**config.mk**
```make
export PLATFORM = sky130hd
export DESIGN_NAME = rpm_gate_controller
export DESIGN_NICKNAME = d
export VERILOG_FILES = /design/src/rtl/rpm_pkg.sv /design/src/rtl/rpm_gate_timer.sv /design/src/rtl/rpm_gate_controller.sv
export SDC_FILE = /design/constraint.sdc
export NUM_CORES = 1
export LEC_CHECK = 0
export CORE_MARGIN = 1
export CORE_UTILIZATION = 60
export DETAILED_ROUTE_END_ITERATION = 7
export DONT_BUFFER_PORTS = 1
export PLACE_DENSITY_LB_ADDON = 0.05
export SYNTH_ARGS = -nofsm -noshare
export SYNTH_HDL_FRONTEND = slang
export SYNTH_SLANG_ARGS = --single-unit
```
**constraint.sdc**
```tcl
create_clock -name clk -period 2.3 [get_ports clk]
set_input_delay 0.69 -clock clk [delete_from_list [all_inputs] [get_ports clk]]
set_output_delay 0.69 -clock clk [all_outputs]
set_load 0.005 [all_outputs]
```
**src/rtl/rpm_pkg.sv**
```systemverilog
// Shared types and constants for the RPM gate controller and its gate timer.
package rpm_pkg;

    localparam int STATE_W = 3;

    typedef enum logic [STATE_W-1:0] {
        IDLE  = 3'd0,
        CLEAR = 3'd1,
        GATE  = 3'd2,
        LATCH = 3'd3,
        SCALE = 3'd4
    } state_t;

    // Fill bit for the all-ones saturation pattern of count_in.
    localparam logic SAT_FILL = 1'b1;

endpackage

```
**src/rtl/rpm_gate_timer.sv**
```systemverilog
// Gate window timer: loads GATE_CYCLES-1, counts down while enabled,
// and flags terminal count at zero.
module rpm_gate_timer
    import rpm_pkg::*;
#(
    parameter int GATE_CYCLES = 50_000_000
) (
    input  logic clk,
    input  logic rst_n,
    input  logic load,
    input  logic en,
    output logic tc
);

    localparam int TW = (GATE_CYCLES > 1) ? $clog2(GATE_CYCLES) : 1;
    localparam logic [TW-1:0] LOAD_VAL = TW'(GATE_CYCLES - 1);

    logic [TW-1:0] cnt;

    always_ff @(posedge clk or negedge rst_n) begin
        if (!rst_n) begin
            cnt <= '0;
        end else if (load) begin
            cnt <= LOAD_VAL;
        end else if (en && (cnt != '0)) begin
            cnt <= cnt - TW'(1);
        end
    end

    assign tc = (cnt == '0);

endmodule

```
**src/rtl/rpm_gate_controller.sv**
```systemverilog
// RPM measurement sequencer: clear counter, open gate window, latch, scale.
// Define RPM_AVG_EN to average each result with the previous one.
//
//  state | meaning
//  IDLE  | waiting for start or auto_mode
//  CLEAR | done pulse clears the external pulse counter, timer loaded
//  GATE  | count_en high for GATE_CYCLES cycles
//  LATCH | gate closed, count_in settled and captured
//  SCALE | rpm_valid pulse with the new result
module rpm_gate_controller
    import rpm_pkg::*;
#(
    parameter int COUNT_W     = 4,
    parameter int GATE_CYCLES = 50_000_000,
    parameter int MULT_W      = 16,
    parameter int RPM_MULT    = 60
) (
    input  logic                       clk,
    input  logic                       rst_n,
    input  logic                       start,
    input  logic                       stop,
    input  logic                       auto_mode,
    input  logic [COUNT_W-1:0]         count_in,
    output logic                       count_en,
    output logic                       done,
    output logic                       busy,
    output logic [COUNT_W+MULT_W-1:0]  rpm_out,
    output logic                       rpm_valid,
    output logic                       sat
);

    localparam int RPM_W = COUNT_W + MULT_W;
    localparam logic [MULT_W-1:0] MULT = MULT_W'(RPM_MULT);

    state_t state;
    state_t next;
    logic   tc;
    logic   publish;
    logic   sat_n;
    logic [RPM_W-1:0] cur;
    logic [RPM_W-1:0] result;

    rpm_gate_timer #(
        .GATE_CYCLES (GATE_CYCLES)
    ) u_timer (
        .clk   (clk),
        .rst_n (rst_n),
        .load  (state == CLEAR),
        .en    (state == GATE),
        .tc    (tc)
    );

    always_comb begin
        next = state;
        case (state)
            IDLE:    if ((start || auto_mode) && !stop) next = CLEAR;
            CLEAR:   next = GATE;
            GATE:    if (tc) next = LATCH;
            LATCH:   next = SCALE;
            SCALE:   next = auto_mode ? CLEAR : IDLE;
            default: next = IDLE;
        endcase
        if (stop) next = IDLE;
    end

    // Result is published on the LATCH->SCALE edge so rpm_valid and rpm_out
    // appear together in the SCALE cycle.
    assign publish = (state == LATCH) && (next == SCALE);
    assign cur     = RPM_W'(count_in) * RPM_W'(MULT);
    assign sat_n   = (count_in == {COUNT_W{SAT_FILL}});

`ifdef RPM_AVG_EN
    logic [RPM_W-1:0] prev_q;
    logic             prev_valid;
    logic [RPM_W:0]   sum;

    assign sum    = {1'b0, cur} + {1'b0, prev_q};
    assign result = prev_valid ? RPM_W'(sum >> 1) : cur;

    always_ff @(posedge clk or negedge rst_n) begin
        if (!rst_n) begin
            prev_q     <= '0;
            prev_valid <= 1'b0;
        end else if (stop) begin
            prev_valid <= 1'b0;
        end else if (publish) begin
            prev_q     <= cur;
            prev_valid <= 1'b1;
        end
    end
`else
    assign result = cur;
`endif

    always_ff @(posedge clk or negedge rst_n) begin
        if (!rst_n) begin
            state     <= IDLE;
            count_en  <= 1'b0;
            done      <= 1'b0;
            busy      <= 1'b0;
            rpm_valid <= 1'b0;
            rpm_out   <= '0;
            sat       <= 1'b0;
        end else begin
            state     <= next;
            count_en  <= (next == GATE);
            done      <= (next == CLEAR);
            busy      <= (next != IDLE);
            rpm_valid <= publish;
            if (publish) begin
                rpm_out <= result;
                sat     <= sat_n;
            end
        end
    end

endmodule
```
Word level (Yosys, flattened, before mapping)
Cells that the tools add are included.
Widths: inputs -> output; s select.
- $mul: 1
- reductions and logical operators: 10
- muxes and demuxes: 7
- $add $sub $neg: 1
- eq/ne operators: 8
- operators by type and width (operator ; count):
    $mux 26 ; 2
    $logic_not 26->1 ; 1
    $reduce_bool 26->1 ; 1
    $sub 26x1->26 const B ; 1
    $pmux 3 s5 ; 1
    $eq 3x2->1 const B ; 3
    $mux 3 ; 3
    $mul 4x4->8 const B ; 1
    $eq 3x1->1 const B ; 2
    $eq 3x3->1 const B ; 2
    $eq 4x4->1 const B ; 1
    $logic_and 1x1->1 ; 3
    $logic_not 3->1 ; 1
    $reduce_bool 3->1 ; 1
    $reduce_bool 2->1 ; 1
    $logic_not 1->1 ; 1
    $logic_or 1x1->1 ; 1
    $mux 1 ; 1
- word-level logic and storage cells: 35
- output and inout port bits: 25
- input bits: 9
- flip-flop bits (word level): 42

Depth between registers and ports, before layout
- depth after elaboration: 7
- mapped depth: 10
- mapped depth without buffers: 10

By module
From an unflattened synthesis, not the netlist that was laid out.
- cell total of the unflattened synthesis: 259
- area, all modules: 2588.7 µm²
- modules (own cells, without submodules) (module ; seq. area each (µm²) ; instances ; cells an instance ; area each (µm²)):
    rpm_gate_timer ; 650.6 ; 1 ; 148 ; 1480.2
    rpm_gate_controller ; 400.4 ; 1 ; 111 ; 1108.6

Worst setup path after synthesis
Ideal clock, no wire load.
- path kind: input to register
- start: in count_in[0]
- end: reg rpm_out[8]
- stages: 10
- path slack: -491 ps
- library setup time: 129 ps
- arrival time: 2662 ps
- data required time: 2171 ps
- buffers on the path: 0
- cells stage by stage: fa_1 inv_1 fa_1 inv_1 fa_1 nand2_1 nand2_1 a21oi_1 xor2_1 o21ai_0
- cells in the longest elaborated chain, start to end: 1
- ends and longest elaborated chain (element ; RTL line ; RTL):
    from (decl) ; rpm_gate_controller.sv:23 ; input logic [COUNT_W-1:0] count_in,
    $mul 4x4->8 ; rpm_gate_controller.sv:69 ; assign cur = RPM_W'(count_in) * RPM_W'(MULT);
    to (signal assigned) ; rpm_gate_controller.sv:111 ; rpm_out <= result;
    to (decl) ; rpm_gate_controller.sv:27 ; output logic [COUNT_W+MULT_W-1:0] rpm_out,
Every way passes these cells.
A chain may end at the register's enable or synchronous reset.

Worst setup path after layout
- start: in count_in[2]
- end: reg rpm_out[9]
Same word-level chain as after synthesis.

==> run metrics <==
status=complete, but fails checks; failing checks=negative setup slack; post-route antenna net violation count=0; final setup vio count=4; worst-margin pin slew=between 0.6 and 0.7 ns; placed cell area=0.00279 mm²; crit share post-route=1.09; WL met3=about 210 µm; Post-synth EDFFs=0; Post-Syn Instances=around 280; CTS clock-pin slew for the worst setup and hold paths=around 0.09 ns; first-pass GRT wire length=about 8.6 mm; min Tclk post-route=2.50 ns; critical path's slowest cell=fa_1; RSZ-0062 raised after global routing=yes; Ys Warns=0; TritonCTS buffer count=5; FILL cells=325; sequential power share=0.491; clock latency on the worst-skew pair=roughly 0.3 ns; main flop type after synthesis=dfrtp_1; Worst Setup Path Type=in2reg; Die ar.=0.00462 mm²; die span in y=slightly below 70 µm; Static Leak=between 1 and 1.5 nW; P_sw=roughly 0.00058 W; Via Count=between 2000 and 2500; port bufs=0; maximum VDD drop=about 0.35 mV; final setup TNS=-0.629 ns; # rows=23; most frequent cells in the layout=dfrtp_1 (42), nand2_1 (33), buf_4 (26); R2R cell count=6; post-synthesis register bit count=42; slowest stage delay, CP=roughly 0.56 ns; Fmax=~400 MHz; # DRC=0; post-route cell area=between 0.002 and 0.003 mm²; commonest non-fill, non-tap cell in the layout=dfrtp_1; final hold vios=0; Mapped Area=between 0.002 and 0.003 mm²; logic gate share of total power=0.234; TritonCTS clock tree=yes; final WL=5.17 mm; Root Buffer Master=clkbuf_8; clock power share=0.276; Detailed Route Iter0 Violations=between 100 and 150; metal1 wirelength=2.58 mm; Nets=between 300 and 400; hold buffer count at CTS=0; Crit Path Max Fanout=4; Area Growth Syn to Fin=11.2%; Routed WL per cell=14.5 µm; Congestion Overflow GR=0; Syn Area/Cell=9.20 µm²; DR top layer=met4; ratio of cells with drive above 1 in the final layout=0.186; met2 routed WL=between 2 and 2.5 mm; Slew Limit Fails=0; vias in the first global route=1898; Max H-tree Level=2; worst relative slew slack=0.543; clock tree buffer depth=2; GP Congestion=0.815; die width=slightly below 70 µm; worst clock skew=between 0.008 and 0.009 ns; DP Wirelength=between 3 and 4 mm; clk sink count=42; Arrival @ worst endpoint=2.68 ns; crit-path cells=fa_1 > inv_2 > fa_1 > inv_2 > ha_4 > a21oi_2 > o21ai_1 > a21oi_2 > xor2_1 > o21ai_1; Core Area=0.00409 mm²; Switching Share=0.315; Netlist cell types=50; Critical Path End Type=register; Req. time, crit path=between 2 and 2.5 ns; largest net degree at the start of global routing=43; storage element area=approximately 0.0011 mm²; Starting Density=0.640; Seq/Total Area, Yosys=0.402; Pwr Density=roughly 640 mW/mm²; ys async rst share=1.00; Multi-input gate area=between 0.001 and 0.0015 mm²; drt first pass iters=4; Hold Crit Class=in2async; initial antenna violation count=0; GRT Total Usage=0.254; Ant. Diodes=0; internal power=between 0.001 and 0.0015 W; CP Launch Type=input port; total of max-cap violations=0; final setup margin=-0.200 ns; I/O pin total=34; vias per inst=5.65
final timing paths:
path | from | end | slack [ns]
setup / recovery | count_in[2] | rpm_out[9] | -0.20
hold / removal | rst_n | u_timer.cnt[12] | 0.07
setup reg to reg | u_timer.cnt[14] | u_timer.cnt[0] | 0.14
hold reg to reg | u_timer.cnt[0] | u_timer.cnt[0] | 0.51
max in group asynchronous | rst_n | u_timer.cnt[18] | 2.14
min in group clk | stop | busy | 0.44
cell type report:
type                            count  share of cell area
Clock buffer                        6              0.0284
Inverter                           18              0.0232
Timing Repair Buffer               27              0.0710
Sequential cell                    42               0.362
Clock inverter                      2             0.00430
Multi-Input combinational cell    212               0.490
Tap cell                           50              0.0215
registers in the layout (all words and copies together), names as in the netlist:
| register | count |
|---|---|
| rpm_valid | 1 |
| rpm_out | 8 |
| state | 3 |
| busy | 1 |
| u_timer.cnt | 26 |
| sat | 1 |
| done | 1 |
| count_en | 1 |
cells in the mapped netlist, types with 6 or more instances:
| master | instances | share of area |
|---|---|---|
| nor2_1 | 20 | 0.029 |
| nand3_1 | 10 | 0.019 |
| nand2_1 | 33 | 0.047 |
| a21oi_1 | 15 | 0.029 |
| dfrtp_1 | 42 | 0.40 |
| nor4_1 | 8 | 0.019 |
| inv_1 | 18 | 0.026 |
| buf_4 | 12 | 0.034 |
| o21ai_0 | 14 | 0.027 |
| ha_1 | 13 | 0.062 |
| mux2i_1 | 6 | 0.023 |
| nor3_1 | 7 | 0.013 |
metal layers:
metal  track usage  vias to the layer above
li1              -                     1012
met1         0.358                      951
met2         0.379                       44
met3        0.0483                        9
met4         0.109                        0
met5             0                        -
critical path, delay by kind of cell:
family / cells / cell delay [ns]
AOI/OAI and AO/OA: 4 / 0.46
xor gates and xnor gates: 1 / 0.18
adders and majority gates: 3 / 1.26
buffers and inverters: 2 / 0.11
power groups by stage:
stage	sequential, W	clock (W)	combinational [W]
after detailed placement	0.000922	0	0.000413
after floorplan	0.000901	0	0.000311
after global placement	0.000920	0	0.000391
after CTS	0.000909	0.000515	0.000427
final	0.000907	0.000509	0.000432
after global routing	0.000924	0.000547	0.000499
logic make-up after synthesis:
group | Yosys count | share of synthesized area
mux | 6 | 0.0230
flops | 42 | 0.402
other cells | 1 | 0.00143
fa+ha+maj | 18 | 0.101
simple gates | 121 | 0.260
compound gates | 49 | 0.110
xor+xnor | 6 | 0.0201
buf+inv | 41 | 0.0833
per-stage QoR:
step	utilization	total power (W)	hold WS (ns)	instances	worst slack, ns
floorplan	-	0.00121	0.394	295	-0.444
global placement	0.682	0.00131	0.395	348	-0.494
detailed placement	0.682	0.00134	0.395	348	-0.604
CTS	0.708	0.00185	0.0692	356	-0.264
global route	0.711	0.00197	0.0586	357	-0.294
finish	0.711	0.00185	0.0716	357	-0.200
timing repair:
item / 4_1_cts / 5_1_grt
hold endpoints to repair: 0 / 0
cloned: 0 / 0
pin swaps: 10 / 10
buffers inserted: 1 / 1
endpoints found under the setup margin: 4 / 9
resized for setup: 5 / 3
Power figures use the tool's default switching activity.
